<file path="src/rtl/uart_rx.sv">
// uart_rx: 16x-oversampled UART receiver.
//   Recovers DBIT-bit frames (LSB first) from the asynchronous rx line using
//   the s_tick strobe from the baud generator; each bit is sampled at its
//   midpoint (8 ticks into the start bit, then every 16 ticks).
// Optional feature: define UART_RX_PARITY_EN to add an even-parity bit
//   between the data bits and the stop bit; otherwise parity_err is tied 0.
// Ports:
//   clk          in   system clock, rising edge
//   reset_n      in   synchronous active-low reset
//   s_tick       in   oversampling strobe, 16 per bit period
//   rx           in   asynchronous serial line, idle high
//   dout         out  last received data word
//   rx_done_tick out  one-clk pulse when a frame completes
//   frame_err    out  stop bit sampled low in the last frame
//   parity_err   out  parity mismatch in the last frame
module uart_rx #(
  parameter int DBIT    = 8,
  parameter int SB_TICK = 16
) (
  input  logic            clk,
  input  logic            reset_n,
  input  logic            s_tick,
  input  logic            rx,
  output logic [DBIT-1:0] dout,
  output logic            rx_done_tick,
  output logic            frame_err,
  output logic            parity_err
);

  localparam int NW = (DBIT > 1) ? $clog2(DBIT) : 1;

  typedef enum logic [2:0] {
    IDLE,
    START,
    DATA,
    PARITY,
    STOP
  } state_t;

  state_t          state_q, state_d;
  logic [4:0]      s_q, s_d;
  logic [NW-1:0]   n_q, n_d;
  logic [DBIT-1:0] b_q, b_d;
  logic [DBIT-1:0] dout_q, dout_d;
  logic            done_q, done_d;
  logic            ferr_q, ferr_d;
  logic [1:0]      sync_q;
  logic            rx_s;

`ifdef UART_RX_PARITY_EN
  // par_q holds the mismatch computed in PARITY until the frame completes.
  logic            par_q, par_d;
  logic            perr_q, perr_d;
`endif

  assign rx_s = sync_q[1];

  always_ff @(posedge clk) begin
    if (!reset_n) begin
      state_q <= IDLE;
      s_q     <= '0;
      n_q     <= '0;
      b_q     <= '0;
      dout_q  <= '0;
      done_q  <= 1'b0;
      ferr_q  <= 1'b0;
      sync_q  <= '1;
`ifdef UART_RX_PARITY_EN
      par_q   <= 1'b0;
      perr_q  <= 1'b0;
`endif
    end else begin
      state_q <= state_d;
      s_q     <= s_d;
      n_q     <= n_d;
      b_q     <= b_d;
      dout_q  <= dout_d;
      done_q  <= done_d;
      ferr_q  <= ferr_d;
      sync_q  <= {sync_q[0], rx};
`ifdef UART_RX_PARITY_EN
      par_q   <= par_d;
      perr_q  <= perr_d;
`endif
    end
  end

  always_comb begin
    state_d = state_q;
    s_d     = s_q;
    n_d     = n_q;
    b_d     = b_q;
    dout_d  = dout_q;
    done_d  = 1'b0;
    ferr_d  = ferr_q;
`ifdef UART_RX_PARITY_EN
    par_d   = par_q;
    perr_d  = perr_q;
`endif
    case (state_q)
      IDLE: begin
        // Falling edge is detected without waiting for a tick.
        if (!rx_s) begin
          state_d = START;
          s_d     = '0;
        end
      end
      START: begin
        if (s_tick) begin
          if (s_q == 5'd7) begin
            if (!rx_s) begin
              state_d = DATA;
              s_d     = '0;
              n_d     = '0;
            end else begin
              state_d = IDLE;
            end
          end else begin
            s_d = s_q + 5'd1;
          end
        end
      end
      DATA: begin
        if (s_tick) begin
          if (s_q == 5'd15) begin
            b_d = {rx_s, b_q[DBIT-1:1]};
            s_d = '0;
            if (n_q == NW'(DBIT - 1)) begin
`ifdef UART_RX_PARITY_EN
              state_d = PARITY;
`else
              state_d = STOP;
`endif
            end else begin
              n_d = n_q + NW'(1);
            end
          end else begin
            s_d = s_q + 5'd1;
          end
        end
      end
`ifdef UART_RX_PARITY_EN
      PARITY: begin
        if (s_tick) begin
          if (s_q == 5'd15) begin
            par_d   = (^b_q) ^ rx_s;
            s_d     = '0;
            state_d = STOP;
          end else begin
            s_d = s_q + 5'd1;
          end
        end
      end
`endif
      STOP: begin
        if (s_tick) begin
          if (s_q == 5'(SB_TICK - 1)) begin
            state_d = IDLE;
            dout_d  = b_q;
            done_d  = 1'b1;
            ferr_d  = ~rx_s;
`ifdef UART_RX_PARITY_EN
            perr_d  = par_q;
`endif
          end else begin
            s_d = s_q + 5'd1;
          end
        end
      end
      default: state_d = IDLE;
    endcase
  end

  assign dout         = dout_q;
  assign rx_done_tick = done_q;
  assign frame_err    = ferr_q;
`ifdef UART_RX_PARITY_EN
  assign parity_err   = perr_q;
`else
  assign parity_err   = 1'b0;
`endif

endmodule

</file>
<file path="config.mk">
export PLATFORM = sky130hd
export DESIGN_NAME = uart_rx
export DESIGN_NICKNAME = d
export VERILOG_FILES = /design/src/rtl/uart_rx.sv
export SDC_FILE = /design/constraint.sdc
export NUM_CORES = 1
export LEC_CHECK = 0
export ABC_AREA = 1
export BUFFER_PORTS_ARGS = -buffer_cell sky130_fd_sc_hd__buf_2
export CAP_MARGIN = 0
export CORE_MARGIN = 3
export CORE_UTILIZATION = 50
export DETAILED_ROUTE_END_ITERATION = 8
export PLACE_DENSITY = 0.69
export SYNTH_ARGS = -nofsm -noshare
export SYNTH_HDL_FRONTEND = slang
export SYNTH_SLANG_ARGS = --single-unit
</file>
<file path="constraint.sdc">
create_clock -name clk -period 2.6 [get_ports clk]
set_input_delay 0.13 -clock clk [delete_from_list [all_inputs] [get_ports clk]]
set_output_delay 0.13 -clock clk [all_outputs]
set_load 0.01 [all_outputs]
</file>
======== Yosys cells after proc, flatten, opt, wreduce, memory -nomap -nowiden ========
Index checks and enable logic that the tools add are counted.
Widths: inputs -> output; s select.
storage, ports and cells
  flip-flop bits (word level) ............. 31
  logic and storage cells ................. 63
operators by class
  bitwise gates (word level) .............. 1
  equality and inequality tests ........... 17
  mux-type cells .......................... 26
  reductions and logical operators ........ 9
  add/subtract/negate cells ............... 2
operators with widths
  kind                 count
  $mux 3               14
  $mux 5               7
  $ne 2x2->1 const B   11
  $pmux 5 s4           1
  $pmux 3 s4           1
  $reduce_and 3->1     3
  $reduce_and 8->1     1
  $reduce_and 7->1     1
  $eq 3x3->1 const B   2
  $pmux 3 s2           1
  $add 5x1->5 const B  1
  $eq 5x3->1 const B   1
  $eq 5x4->1 const B   1
  $reduce_and 5->1     1
  $reduce_bool 4->1    1
  $add 3x1->3 const B  1
  $eq 3x1->1 const B   1
  $eq 3x2->1 const B   1
  $logic_not 3->1      1
  $mux 2               1
  $reduce_bool 2->1    1
  $mux 1               1
  $not 1->1            1

======== Longest topological paths before layout ========
  word-level depth ........................ 5
  mapped depth ............................ 11
  gate-level depth less buffers ........... 11

======== Worst setup path before layout ========
Ideal clock, no wire load.
  kind .................................... register -> register
  start ................................... register s_q[0]
  end ..................................... register s_q[4]
  path slack .............................. 1.176 ns
  arrival ................................. 1.360 ns
  data required time ...................... 2.536 ns
  path buffers ............................ 0
  cell stages (with the launch flop) ...... 9
  path through ............................ dfxtp_1 > ha_1 > nand2_2 > clkinv_1 > nand2_1 > ha_1 > o21ai_0 > nor2_1 > nor2_1
between the ends
  word-level cells in the longest chain between the ends .. 4
RTL lines
  item                                       RTL line       source
  start: declaration                         41             logic [4:0] s_q, s_d;
  start signal: assignment                   61             s_q <= '0;
  start signal: assignment                   74             s_q <= s_d;
  $add 5x1->5, or another cell as far along  119, 138, 166
  $mux 5 (on tied branches)                  157, 110, 125
  $mux 5 (on tied branches)                  156, 109, 124
  $pmux 5 s4                                 100            case (state_q)
Parallel ways exist; a longest one is shown, timed or not. The select of a mux whose other input is x is not followed.
A chain may end at the register's enable or synchronous reset.

======== Final worst setup path ========
  start ................................... register s_q[0]
  end ..................................... register state_q[1]
between the ends
  word-level cells in the longest chain between the ends .. 3
RTL lines
  item                                      RTL line       source
  $eq 5x4->1 or $eq 5x3->1 (tied branches)  125, 157, 110
  $ne 2x2->1 (no source line)               --
  $reduce_and 8->1 (no source line) (*)     --
  end signal: assignment                    73             state_q <= state_d;
  end: declaration                          40             state_t state_q, state_d;
Mark *: on every way between the ends. The rest lies on a longest branch, timed or not.

==> summary.md <==
| Metric | Value |
|---|---|
| Yosys top cell area share | 0.371 |
| Count of different cell masters after synthesis | 31 |
| Crit. End Element | register |
| Most Crowded Layer GR | met2 |
| Vias in the first global route | between 1000 and 1500 |
| Via count | between 1500 and 2000 |
| Starting DRC count in detailed routing | 38 |
| CTS clk-pin slew, worst paths | approximately 100 ps |
| Max Slew Vio Count | 0 |
| Routability-driven placement congestion ratio | about 0.84 |
| # rows | 20 |
| Post-route ant nets | 0 |
| Drt wl/cell | 11.1 um |
| DP Cell Count | around 290 |
| Initial Util | 0.535 |
| Flop pwr share | 0.402 |
| Antenna cells | 0 |
| Gate Count Post-Synth | between 200 and 250 |
| Yosys warns | 0 |
| Initial antenna violation count | 0 |
| Min cycle time layout | roughly 2000 ps |
| Port bufs | 13 |
| Routed WL | ~3.3 mm |
| Syn_nets | about 250 |
| Met2 Use GR | 0.271 |
| DPL Wire Length | 2.29 mm |
| # IOs | 15 |
| Leak pwr | 0.000810 uW |
| Core area | about 3100 um^2 |
| H-Tree Level Count | 2 |
| Sequential-to-total area share from yosys stat | 0.371 |
| Power, Total | ~1400 uW |
| Synthesized area per cell | 7.06 um^2 |
| Sw frac | 0.399 |
| WP data arrival | about 2200 ps |
| Worst hold slack | approximately 210 ps |
| Synth Flop Type | dfxtp_1 |
| # nets final | around 260 |
| Switching pwr | 572 uW |
| Largest net degree at the start of global routing | 26 |
| Die X | approximately 64 um |
| Max Cap Viol | 0 |
| Top post-synthesis cells by count | nand2_1, dfxtp_1, nor2_1 |
| Cell-internal power | between 800 and 900 uW |
| Synth Register Bits | 31 |
| Root buffer cell | clkbuf_4 |
| Async SR Flop Fraction | 0 |
| Fin Setup TNS | 0 ps |
| Clk Latency, worst-skew pair | 330 ps |
| Area growth from synthesis to layout | 8.83% |
| Die footprint | ~4100 um^2 |
| Num CTS Buffers | 5 |
| Most numerous cell in the Yosys netlist | nand2_1 |
| Largest cells by area after synthesis | dfxtp_1, nand2_1, nor2_1 |
| Slew margin rel. | 0.633 |
| Total Routing Usage GR | 0.177 |
| Setup Buffers After CTS | 0 |
| CTS sink cnt | 31 |
| EDFF count, synth | 0 |
| GR Overflow Total | 0 |
| Startpoint Class | register |
| Worst Skew | ~5.3 ps |
| Clk buf depth | 2 |
| Die H | between 60 and 70 um |
| Hold Violations, Final | 0 |
| Crit share post-route | 0.760 |
| Router iterations before antenna repair | 5 |
| Combinational power share | 0.369 |
| Tightest Hold Check Type | in2reg |
| Worst-margin pin slew | 549 ps |
| Power share of the clock group | 0.229 |
| Synthesized area | approximately 1700 um^2 |
| RSZ-0062 raised after global routing | false |
| F_max | 0.506 GHz |
| Met3 usage in global routing | 0.0439 |
| Status | finished, final reports clean |
| Synth area leader | dfxtp_1 |
| Layout Cells excl Fill | 295 |
| CTS tree | yes |
| Max VDD drop | between 0.4 and 0.5 mV |
| Critical path required time | 2840 ps |
| Crit Path Category | reg2reg |
| Drt via density | slightly above 5 |
| Max FO, Critical Path | 12 |
| Final Setup Violations | 0 |
| Met1 usage | 0.236 |
| First-pass GRT wire length | between 5 and 6 mm |
| Drt drc | 0 |
| Layout cell share with drive strength beyond 1 | 0.187 |
| PD cells | between 700 and 800 nW/um^2 |
## cells by family (layout without fill, tap and decap cells)
| group | Yosys count | after routing | share of synthesized area |
|---|---|---|---|
| AOI/OAI and AO/OA | 43 | 43 | 0.135 |
| xor gates and xnor gates | 1 | 1 | 0.00524 |
| adders and majority gates | 4 | 4 | 0.0299 |
| buffers and inverters | 38 | 52 | 0.100 |
| DFF | 31 | 31 | 0.371 |
| other | 1 | 1 | 0.00224 |
| and+or+nand+nor | 119 | 119 | 0.357 |
## metrics by stage
| stage | area [um^2] | util | worst slack (ps) |
|---|---|---|---|
| finish | 1820 | 0.582 | 624 |
| global route | 1820 | 0.582 | 334 |
| global placement | 1740 | 0.556 | 706 |
| detailed placement | 1740 | 0.556 | 654 |
| floorplan | 1670 | - | 1180 |
| CTS | 1820 | 0.582 | 647 |
## layout by cell type, fill, tap and decap left out, types with 2 or more instances in the layout
cell type,count
nand2_1,43
nor2_1,31
dfxtp_1,31
inv_1,24
o21ai_0,23
a21oi_1,15
nand3_1,14
buf_2,13
nor4_1,7
nand2_2,6
inv_2,5
clkbuf_4,5
ha_1,4
nand4_1,3
nor2_4,3
nand3_2,3
o21ai_1,3
nor2_2,2
or2_2,2
clkbuf_8,2
## sequential cells by signal, summed over array words and instances (netlist names)
name and count:
frame_err 1, state_q 3, b_q 8, sync_q 2
dout 8, s_q 5, rx_done_tick 1, n_q 3
## critical path, cell delays in order, from the launching register on
cell     delay [ps]
dfxtp_1         430
ha_1            230
nand4_1         470
nand2_1         280
nand2_1          90
nor2_2          120
nand2_2          90
o21ai_1         130
nor2_1           50
## layer usage
layer  vias up  share of wire
met4         0          0.016
met5         -              0
li1        802              -
met1       660           0.50
met2        32           0.43
met3         7          0.049
## power groups by stage
stage	clock network [uW]	logic (uW)	registers, uW
after global routing	359	611	584
after floorplan	0	448	573
final	328	529	575
after global placement	0	525	585
after CTS	334	527	575
after detailed placement	0	523	587
## path summary, 6_finish.rpt
| kind | start | endpoint | slack [ps] | cells past startpoint |
|---|---|---|---|---|
| worst min register to register | sync_q[0] | sync_q[1] | 420 | 1 |
| worst max-delay path | s_q[0] | state_q[1] | 620 | 8 |
| worst max register to register | s_q[0] | state_q[1] | 620 | 8 |
| worst min-delay path | reset_n | n_q[2] | 210 | 3 |
## layout make-up
| type | count | area, um^2 |
|---|---|---|
| clock inverter | 1 | 7.51 |
| multi-input combinational | 168 | 885 |
| clock buffer | 7 | 65.1 |
| fill | 310 | 1310 |
| sequential | 31 | 621 |
| inverter | 30 | 113 |
| timing repair buffer | 14 | 75.1 |
| tap | 44 | 55.1 |
## repair_timing
item | 4_1_cts | 5_1_grt
hold buffers | 1 | 0
hold endpoints to repair | 1 | 0
setup endpoints to repair | 0 | 0
gates resized for setup | 0 | 0
Power figures use the tool's default switching activity.
